<file path="src/rtl/fei4_cmd_pkg.sv">
// fei4_cmd_pkg -- shared definitions for the FE-I4 command encoder.
// Holds the command-type and FSM state enums, frame header and field codes,
// frame lengths, and the frame builder used by the encoder's arbiter.
// Frames are built left-aligned to FRAME_W so the serializer always
// shifts out of bit FRAME_W-1.
package fei4_cmd_pkg;

   localparam int FRAME_W = 39;

   typedef enum logic [3:0] {
      TRIG    = 4'd0,
      BCR     = 4'd1,
      ECR     = 4'd2,
      CAL     = 4'd3,
      RDREG   = 4'd4,
      WRREG   = 4'd5,
      GRST    = 4'd6,
      GPULSE  = 4'd7,
      RUNMODE = 4'd8
   } cmd_type_e;

   typedef enum logic [1:0] {
      IDLE  = 2'd0,
      SHIFT = 2'd1,
      GAP   = 2'd2
   } state_e;

   // Headers
   localparam logic [4:0] HDR_TRIG = 5'b11101;
   localparam logic [4:0] HDR_CMD  = 5'b10110;
   localparam logic [3:0] HDR_SLOW = 4'b1000;

   // Fast-command fields
   localparam logic [3:0] FLD_BCR = 4'b0001;
   localparam logic [3:0] FLD_ECR = 4'b0010;
   localparam logic [3:0] FLD_CAL = 4'b0100;

   // Slow-command fields
   localparam logic [3:0] FLD_GRST    = 4'b1000;
   localparam logic [3:0] FLD_GPULSE  = 4'b1001;
   localparam logic [3:0] FLD_RUNMODE = 4'b1010;
   localparam logic [3:0] FLD_RDREG   = 4'b0001;
   localparam logic [3:0] FLD_WRREG   = 4'b0010;

   localparam logic [5:0] RUN_PATTERN  = 6'b111000;
   localparam logic [5:0] CONF_PATTERN = 6'b000111;

   // Frame lengths in bits
   localparam logic [5:0] LEN_TRIG  = 6'd5;
   localparam logic [5:0] LEN_FAST  = 6'd9;
   localparam logic [5:0] LEN_HDR   = 6'd17;
   localparam logic [5:0] LEN_SLOW  = 6'd23;
   localparam logic [5:0] LEN_WRREG = 6'd39;

   typedef struct packed {
      logic               valid;
      logic [5:0]         len;
      logic [FRAME_W-1:0] bits;
   } frame_t;

   // Build the left-aligned frame for a command; valid=0 for unsupported types.
   function automatic frame_t build_frame(input logic [3:0]  ty,
                                          input logic [3:0]  chipid,
                                          input logic [5:0]  addr,
                                          input logic [15:0] data);
      frame_t     f;
      logic [4:0] hdr;
      f     = '0;
      hdr   = HDR_CMD;
      case (ty)
         TRIG:    begin f.valid = 1'b1; f.len = LEN_TRIG;  f.bits = {HDR_TRIG, 34'd0}; end
         BCR:     begin f.valid = 1'b1; f.len = LEN_FAST;  f.bits = {hdr, FLD_BCR, 30'd0}; end
         ECR:     begin f.valid = 1'b1; f.len = LEN_FAST;  f.bits = {hdr, FLD_ECR, 30'd0}; end
         CAL:     begin f.valid = 1'b1; f.len = LEN_FAST;  f.bits = {hdr, FLD_CAL, 30'd0}; end
         GRST:    begin f.valid = 1'b1; f.len = LEN_HDR;
                        f.bits = {hdr, HDR_SLOW, FLD_GRST, chipid, 22'd0}; end
         GPULSE:  begin f.valid = 1'b1; f.len = LEN_SLOW;
                        f.bits = {hdr, HDR_SLOW, FLD_GPULSE, chipid, addr, 16'd0}; end
         RUNMODE: begin f.valid = 1'b1; f.len = LEN_SLOW;
                        f.bits = {hdr, HDR_SLOW, FLD_RUNMODE, chipid,
                                  (addr[0] ? RUN_PATTERN : CONF_PATTERN), 16'd0}; end
         RDREG:   begin f.valid = 1'b1; f.len = LEN_SLOW;
                        f.bits = {hdr, HDR_SLOW, FLD_RDREG, chipid, addr, 16'd0}; end
         WRREG:   begin f.valid = 1'b1; f.len = LEN_WRREG;
                        f.bits = {hdr, HDR_SLOW, FLD_WRREG, chipid, addr, data}; end
         default: f = '0;
      endcase
      return f;
   endfunction

endpackage

</file>
<file path="src/rtl/fei4_cmd_serializer.sv">
// fei4_cmd_serializer -- left-aligned shift register plus remaining-bit counter.
// Ports:
//   clk, RstB          clock, synchronous active-low reset
//   load, load_bits,   load a frame (MSB at bit FRAME_W-1) and its length
//   load_len
//   shift              advance one bit
//   msb                current serial bit
//   last_bit           the bit currently presented is the last of the frame
module fei4_cmd_serializer
   import fei4_cmd_pkg::*;
(
   input  logic               clk,
   input  logic               RstB,
   input  logic               load,
   input  logic [FRAME_W-1:0] load_bits,
   input  logic [5:0]         load_len,
   input  logic               shift,
   output logic               msb,
   output logic               last_bit
);

   logic [FRAME_W-1:0] sreg_r;
   logic [5:0]         cnt_r;

   // Shift register and bit counter; load wins over shift.
   always_ff @(posedge clk) begin
      if (!RstB) begin
         sreg_r <= '0;
         cnt_r  <= 6'd0;
      end else if (load) begin
         sreg_r <= load_bits;
         cnt_r  <= load_len;
      end else if (shift && (cnt_r != 6'd0)) begin
         sreg_r <= {sreg_r[FRAME_W-2:0], 1'b0};
         cnt_r  <= cnt_r - 6'd1;
      end
   end

   assign msb      = sreg_r[FRAME_W-1];
   assign last_bit = (cnt_r == 6'd1);

endmodule

</file>
<file path="src/rtl/fei4_cmd_encoder.sv">
// fei4_cmd_encoder -- FE-I4 tester-side command generator (one DCI bit per BC clock).
// Arbitrates queued LV1 triggers against a valid/ready command port; triggers
// win at frame boundaries and frames are separated by GAP_CYCLES zeros.
// Ports:
//   clk, RstB                     BC clock, synchronous active-low reset
//   trig_req                      one-cycle trigger request
//   cmd_valid/cmd_ready           command handshake
//   cmd_type/chipid/addr/data     command fields
//   dci                           serial command stream
//   busy                          frame or gap in progress
//   trig_pending, trig_overflow   trigger queue depth, sticky drop flag
//   err_invalid                   pulse after accepting an unsupported cmd_type
// Build option: CMD_TRIG_QUEUE_EN selects the counting trigger queue
// (saturating at TRIG_QUEUE_DEPTH); otherwise a single pending flag is used.
module fei4_cmd_encoder
   import fei4_cmd_pkg::*;
#(
   parameter int GAP_CYCLES       = 1,
   parameter int TRIG_QUEUE_DEPTH = 15
) (
   input  logic        clk,
   input  logic        RstB,
   input  logic        trig_req,
   input  logic        cmd_valid,
   output logic        cmd_ready,
   input  logic [3:0]  cmd_type,
   input  logic [3:0]  cmd_chipid,
   input  logic [5:0]  cmd_addr,
   input  logic [15:0] cmd_data,
   output logic        dci,
   output logic        busy,
   output logic [3:0]  trig_pending,
   output logic        trig_overflow,
   output logic        err_invalid
);

`ifdef CMD_TRIG_QUEUE_EN
   localparam logic [3:0] Q_MAX = 4'(TRIG_QUEUE_DEPTH);
`else
   // Single-entry flag: the configured depth is capped at one.
   localparam logic [3:0] Q_MAX = (TRIG_QUEUE_DEPTH > 1) ? 4'd1 : 4'(TRIG_QUEUE_DEPTH);
`endif

   state_e             state_r, state_next_s;
   logic [3:0]         gap_cnt_r;
   logic [3:0]         pend_r;
   logic               ovf_r;
   logic               err_r;

   logic               launch_slot_s;
   logic               trig_launch_s;
   logic               cmd_ready_s;
   logic               cmd_acc_s;
   frame_t             cmd_frame_s;
   frame_t             trig_frame_s;
   logic               load_s;
   logic [FRAME_W-1:0] load_bits_s;
   logic [5:0]         load_len_s;
   logic               ser_msb_s;
   logic               ser_last_s;

   // A launch may be decided in IDLE or in the final GAP cycle; never during reset.
   assign launch_slot_s = RstB && ((state_r == IDLE) ||
                                   ((state_r == GAP) && (gap_cnt_r == 4'd0)));
   assign trig_launch_s = launch_slot_s && ((pend_r != 4'd0) || trig_req);
   assign cmd_ready_s   = launch_slot_s && (pend_r == 4'd0) && !trig_req;
   assign cmd_acc_s     = cmd_valid && cmd_ready_s;
   assign cmd_frame_s   = build_frame(cmd_type, cmd_chipid, cmd_addr, cmd_data);
   assign trig_frame_s  = build_frame(4'(TRIG), 4'd0, 6'd0, 16'd0);

   // Next-state and frame-load selection.
   always_comb begin
      state_next_s = state_r;
      load_s       = 1'b0;
      load_bits_s  = '0;
      load_len_s   = 6'd0;
      case (state_r)
         IDLE, GAP: begin
            if (trig_launch_s) begin
               load_s       = 1'b1;
               load_bits_s  = trig_frame_s.bits;
               load_len_s   = trig_frame_s.len;
               state_next_s = SHIFT;
            end else if (cmd_acc_s && cmd_frame_s.valid) begin
               load_s       = 1'b1;
               load_bits_s  = cmd_frame_s.bits;
               load_len_s   = cmd_frame_s.len;
               state_next_s = SHIFT;
            end else if (launch_slot_s) begin
               state_next_s = IDLE;
            end else begin
               state_next_s = state_r;
            end
         end
         SHIFT: begin
            if (ser_last_s) begin
               state_next_s = GAP;
            end else begin
               state_next_s = SHIFT;
            end
         end
         default: state_next_s = IDLE;
      endcase
   end

   // State register and gap countdown (reaches zero in the final GAP cycle).
   always_ff @(posedge clk) begin
      if (!RstB) begin
         state_r   <= IDLE;
         gap_cnt_r <= 4'd0;
      end else begin
         state_r <= state_next_s;
         if ((state_r == SHIFT) && ser_last_s) begin
            gap_cnt_r <= 4'(GAP_CYCLES - 1);
         end else if ((state_r == GAP) && (gap_cnt_r != 4'd0)) begin
            gap_cnt_r <= gap_cnt_r - 4'd1;
         end
      end
   end

   // Trigger queue: a request and a launch in the same cycle cancel out.
   always_ff @(posedge clk) begin
      if (!RstB) begin
         pend_r <= 4'd0;
         ovf_r  <= 1'b0;
      end else if (trig_req && !trig_launch_s) begin
         if (pend_r == Q_MAX) begin
            ovf_r <= 1'b1;
         end else begin
            pend_r <= pend_r + 4'd1;
         end
      end else if (!trig_req && trig_launch_s) begin
         pend_r <= pend_r - 4'd1;
      end
   end

   // Invalid-command pulse, one cycle after acceptance.
   always_ff @(posedge clk) begin
      if (!RstB) begin
         err_r <= 1'b0;
      end else begin
         err_r <= cmd_acc_s && !cmd_frame_s.valid;
      end
   end

   fei4_cmd_serializer u_ser (
      .clk       (clk),
      .RstB      (RstB),
      .load      (load_s),
      .load_bits (load_bits_s),
      .load_len  (load_len_s),
      .shift     (state_r == SHIFT),
      .msb       (ser_msb_s),
      .last_bit  (ser_last_s)
   );

   assign dci           = (state_r == SHIFT) ? ser_msb_s : 1'b0;
   assign busy          = (state_r != IDLE);
   assign cmd_ready     = cmd_ready_s;
   assign trig_pending  = pend_r;
   assign trig_overflow = ovf_r;
   assign err_invalid   = err_r;

endmodule

</file>
<file path="config.mk">
export PLATFORM = sky130hd
export DESIGN_NAME = fei4_cmd_encoder
export DESIGN_NICKNAME = d
export VERILOG_FILES = /design/src/rtl/fei4_cmd_pkg.sv /design/src/rtl/fei4_cmd_serializer.sv /design/src/rtl/fei4_cmd_encoder.sv
export SDC_FILE = /design/constraint.sdc
export NUM_CORES = 1
export LEC_CHECK = 0
export BUFFER_PORTS_ARGS = -buffer_cell sky130_fd_sc_hd__buf_4
export CORE_ASPECT_RATIO = 1.4
export CORE_MARGIN = 3
export CORE_UTILIZATION = 46
export DETAILED_ROUTE_END_ITERATION = 12
export PLACE_DENSITY = 0.64
export SYNTH_ARGS = -nofsm -noshare
export SYNTH_HDL_FRONTEND = slang
export SYNTH_SLANG_ARGS = --single-unit
</file>
<file path="constraint.sdc">
create_clock -name clk -period 2.6 [get_ports clk]
set_input_delay 0 -clock clk [delete_from_list [all_inputs] [get_ports clk]]
set_output_delay 0 -clock clk [all_outputs]
set_load 0.01 [all_outputs]
</file>
==> impl_metrics.json <==
{
  "grt_max_degree": 56,
  "hold_path.class": "in2reg",
  "power_density_mw_per_mm2": 942.8,
  "irDropWorstVdd_mv": 0.5589,
  "fp.dieH_um": 102.5,
  "max_slew_margin_pct": 61.50,
  "r2r_end": "u_ser.sreg_r[33]",
  "syn_avg_cell_area_um2": 8.249,
  "netlist_area_mm2": 0.003060,
  "synth_async_sr_flop_share_pct": 0,
  "grt_usage_pct": 21.23,
  "worst_slew_pin_slew_ps": 576.9,
  "clockRootBuffer": "clkbuf_8",
  "crit_fanout": 20,
  "first_iter_violations": 193,
  "crit_path_start_kind": "register",
  "fill_cells": 600,
  "period_share_pct": 86.42,
  "clk_pin_slew_ps": 60,
  "finalClockSkew_ps": 11.00,
  "grt_pass1_wl_um": 12700,
  "status": "finished clean",
  "dp.cells": 471,
  "drt_first_pass_iters": 4,
  "syn_to_final_growth_pct": 26.66,
  "synth-edff-count": 0,
  "wl_um": 7885,
  "cts_max_level": 3,
  "setup_viol": 0,
  "gp_congestion": 0.7825,
  "min_from": "trig_req",
  "initial_core_util_pct": 48.28,
  "power_leakage_uw": 0.001649,
  "rows": 34,
  "post-dp-hpwl_um": 5132,
  "tns_ps": 0,
  "yosys_warnings": 0,
  "yosysTopAreaCellShare_pct": 37.29,
  "route.detailed.drc": 0,
  "antenna_found_initial": 0,
  "whs_path_depth": 3,
  "ys_ff_latch": 57,
  "crit_required_ps": 2830,
  "ios": 43,
  "ys_types": 56,
  "grt_overflow": 0,
  "grt_pass1_vias": 2758,
  "crit_arrival_ps": 2470,
  "layout.cells.non_filler": 506,
  "ctsResizeCount": 0,
  "crit_type": "reg2reg",
  "rsz0062_at_grt": "no",
  "vias": 2929,
  "ant_nets": 0,
  "dpl_worst_slack_ps": 366.8,
  "dieArea_mm2": 0.007682,
  "period_needed_ps": 2247,
  "drive_above_1_share_pct": 19.35,
  "clk_path_buf_depth": 2,
  "slowest_delay_ps": 520,
  "antenna_cells": 0,
  "ff2ff_path_depth": 7,
  "fin_nets": 471,
  "synth_cells": 371,
  "core_mm2": 0.006339,
  "routed_via_density": 5.789,
  "netlist_top_cells_area": "dfxtp_1 37%, o22ai_1 7.0%, a21oi_1 5.7%",
  "slowest_stage": "or4b_4",
  "cts_num_sinks": 57,
  "max_freq_ghz": 0.4451,
  "r2r_slack_ps": 350,
  "whs_endpoint": "trig_overflow",
  "maxCapViolCount": 0,
  "synth_top_area_cell": "dfxtp_1",
  "end_kind": "register",
  "synth_flop_cell": "dfxtp_1",
  "crit_path_cell_trace": "inv_1, ha_1, or4b_4, a21oi_4, o21ai_2, buf_4, o221a_1",
  "finalPower_uw": 3654,
  "postLayoutCoreUtil_pct": 61.15,
  "hold_viol_final": 0,
  "port_buffers": 42,
  "fin_ws_ps": 353.1,
  "seq_area_frac_synth_pct": 37.29,
  "reg2reg_from": "trig_pending[0]",
  "insertion_delay_ps": 340,
  "wire_per_inst_um": 15.58,
  "cts_buffers": 9,
  "drv_slew": 0,
  "die_width_um": 74.94,
  "cts_tree": "yes",
  "syn-num-nets": 412
}
worst max-delay path, delay by kind of cell, from the launching register on:
family                   cells  cell delay, ps
flip-flops                   1             380
AND/OR/NAND/NOR              1             520
buffers and inverters        2             340
adder cells (fa/ha/maj)      1             200
AO/OA/AOI/OAI                3             700
state kept, by name, summed over array words and instances, names as in the netlist:
register,cells
trig_overflow,1
state_r,2
err_invalid,1
gap_cnt_r,4
trig_pending,4
u_ser.sreg_r,39
u_ser.cnt_r,6
logic make-up after synthesis:
group | count (synthesis) | share of synthesized area, %
flops | 57 | 37.29
mux | 5 | 1.717
compound gates | 145 | 31.40
simple gates | 111 | 19.34
buf+inv | 39 | 5.397
xor+xnor | 7 | 2.003
fa+ha+maj | 7 | 2.862
worst max-delay path by stage:
stage / from / to / slack, ps
4_1_cts: trig_pending[0] / u_ser.sreg_r[33] / 350
6_report: trig_pending[0] / u_ser.sreg_r[33] / 350
3_5_place_dp: trig_pending[0] / u_ser.sreg_r[33] / 370
3_3_place_gp: gap_cnt_r[0] / u_ser.sreg_r[29] / 410
2_1_floorplan: trig_pending[0] / u_ser.cnt_r[1] / 580
5_1_grt: trig_pending[0] / u_ser.sreg_r[33] / 190
synth_stat cells, drive strengths merged, types with 2 or more instances:
cell	n
xnor2	4
nand3b	6
o21a	8
a21oi	36
o21ai	28
ha	7
nand2b	6
mux2i	3
mux2	2
o32a	2
inv	12
nand2	32
nor4	2
o2111ai	2
nand3	3
o211a	12
nor3	4
or2	2
o22ai	34
clkbuf	19
a31oi	8
dfxtp	57
nor3b	6
o221a	4
xor2	3
nor2	31
nor2b	8
and2	3
buf	8
or4b	2
metal layers:
metal | global-route usage [%] | part of all wire [%] | up-vias | wire [um]
li1 | - | - | 1480 | -
met1 | 25.92 | 44 | 1387 | 3465
met5 | 0 | 0 | - | 0
met2 | 35.44 | 51 | 51 | 4022
met3 | 4.780 | 3.3 | 11 | 259
met4 | 8.904 | 1.7 | 0 | 137
stage by stage:
| step | hold WS [ps] | instance area [um^2] |
|---|---|---|
| 2_1_floorplan | 135.0 | 3060 |
| 6_report | 22.50 | 3876 |
| 3_3_place_gp | 250.0 | 3447 |
| 4_1_cts | 13.35 | 3876 |
| 5_1_grt | 40.42 | 3876 |
| 3_5_place_dp | 260.3 | 3447 |
cell usage in the layout (no fill, tap or decap), types with 20 or more instances in the layout:
master / n
dfxtp_1: 57
buf_4: 55
a21oi_1: 35
o22ai_1: 34
nand2_1: 32
nor2_1: 30
o21ai_1: 23
dlygate4sd3_1: 20
area by class of cell:
class	count	area, um^2	share of cell area (%)
Sequential cell	57	1141	29.44
Timing Repair Buffer	75	613.1	15.82
Multi-Input combinational cell	275	1758	45.35
Clock inverter	2	60.06	1.549
Clock buffer	13	168.9	4.358
Tap cell	72	90.09	2.324
Inverter	12	45.04	1.162
timing repair:
item / 4_1_cts / 5_1_grt
hold endpoints to repair: 20 / 0
setup buffers: 0 / 0
hold buffers: 20 / 0
report_power, final:
part / leakage, uW / total [uW] / internal, uW / switching (uW)
logic: 0.00106 / 1400 / 646 / 750
clock network: 0.000116 / 965 / 614 / 351
registers: 0.000469 / 1290 / 1120 / 176
total: 0.00165 / 3650 / 2380 / 1280
No activity file was read; power rests on OpenSTA's default activity.
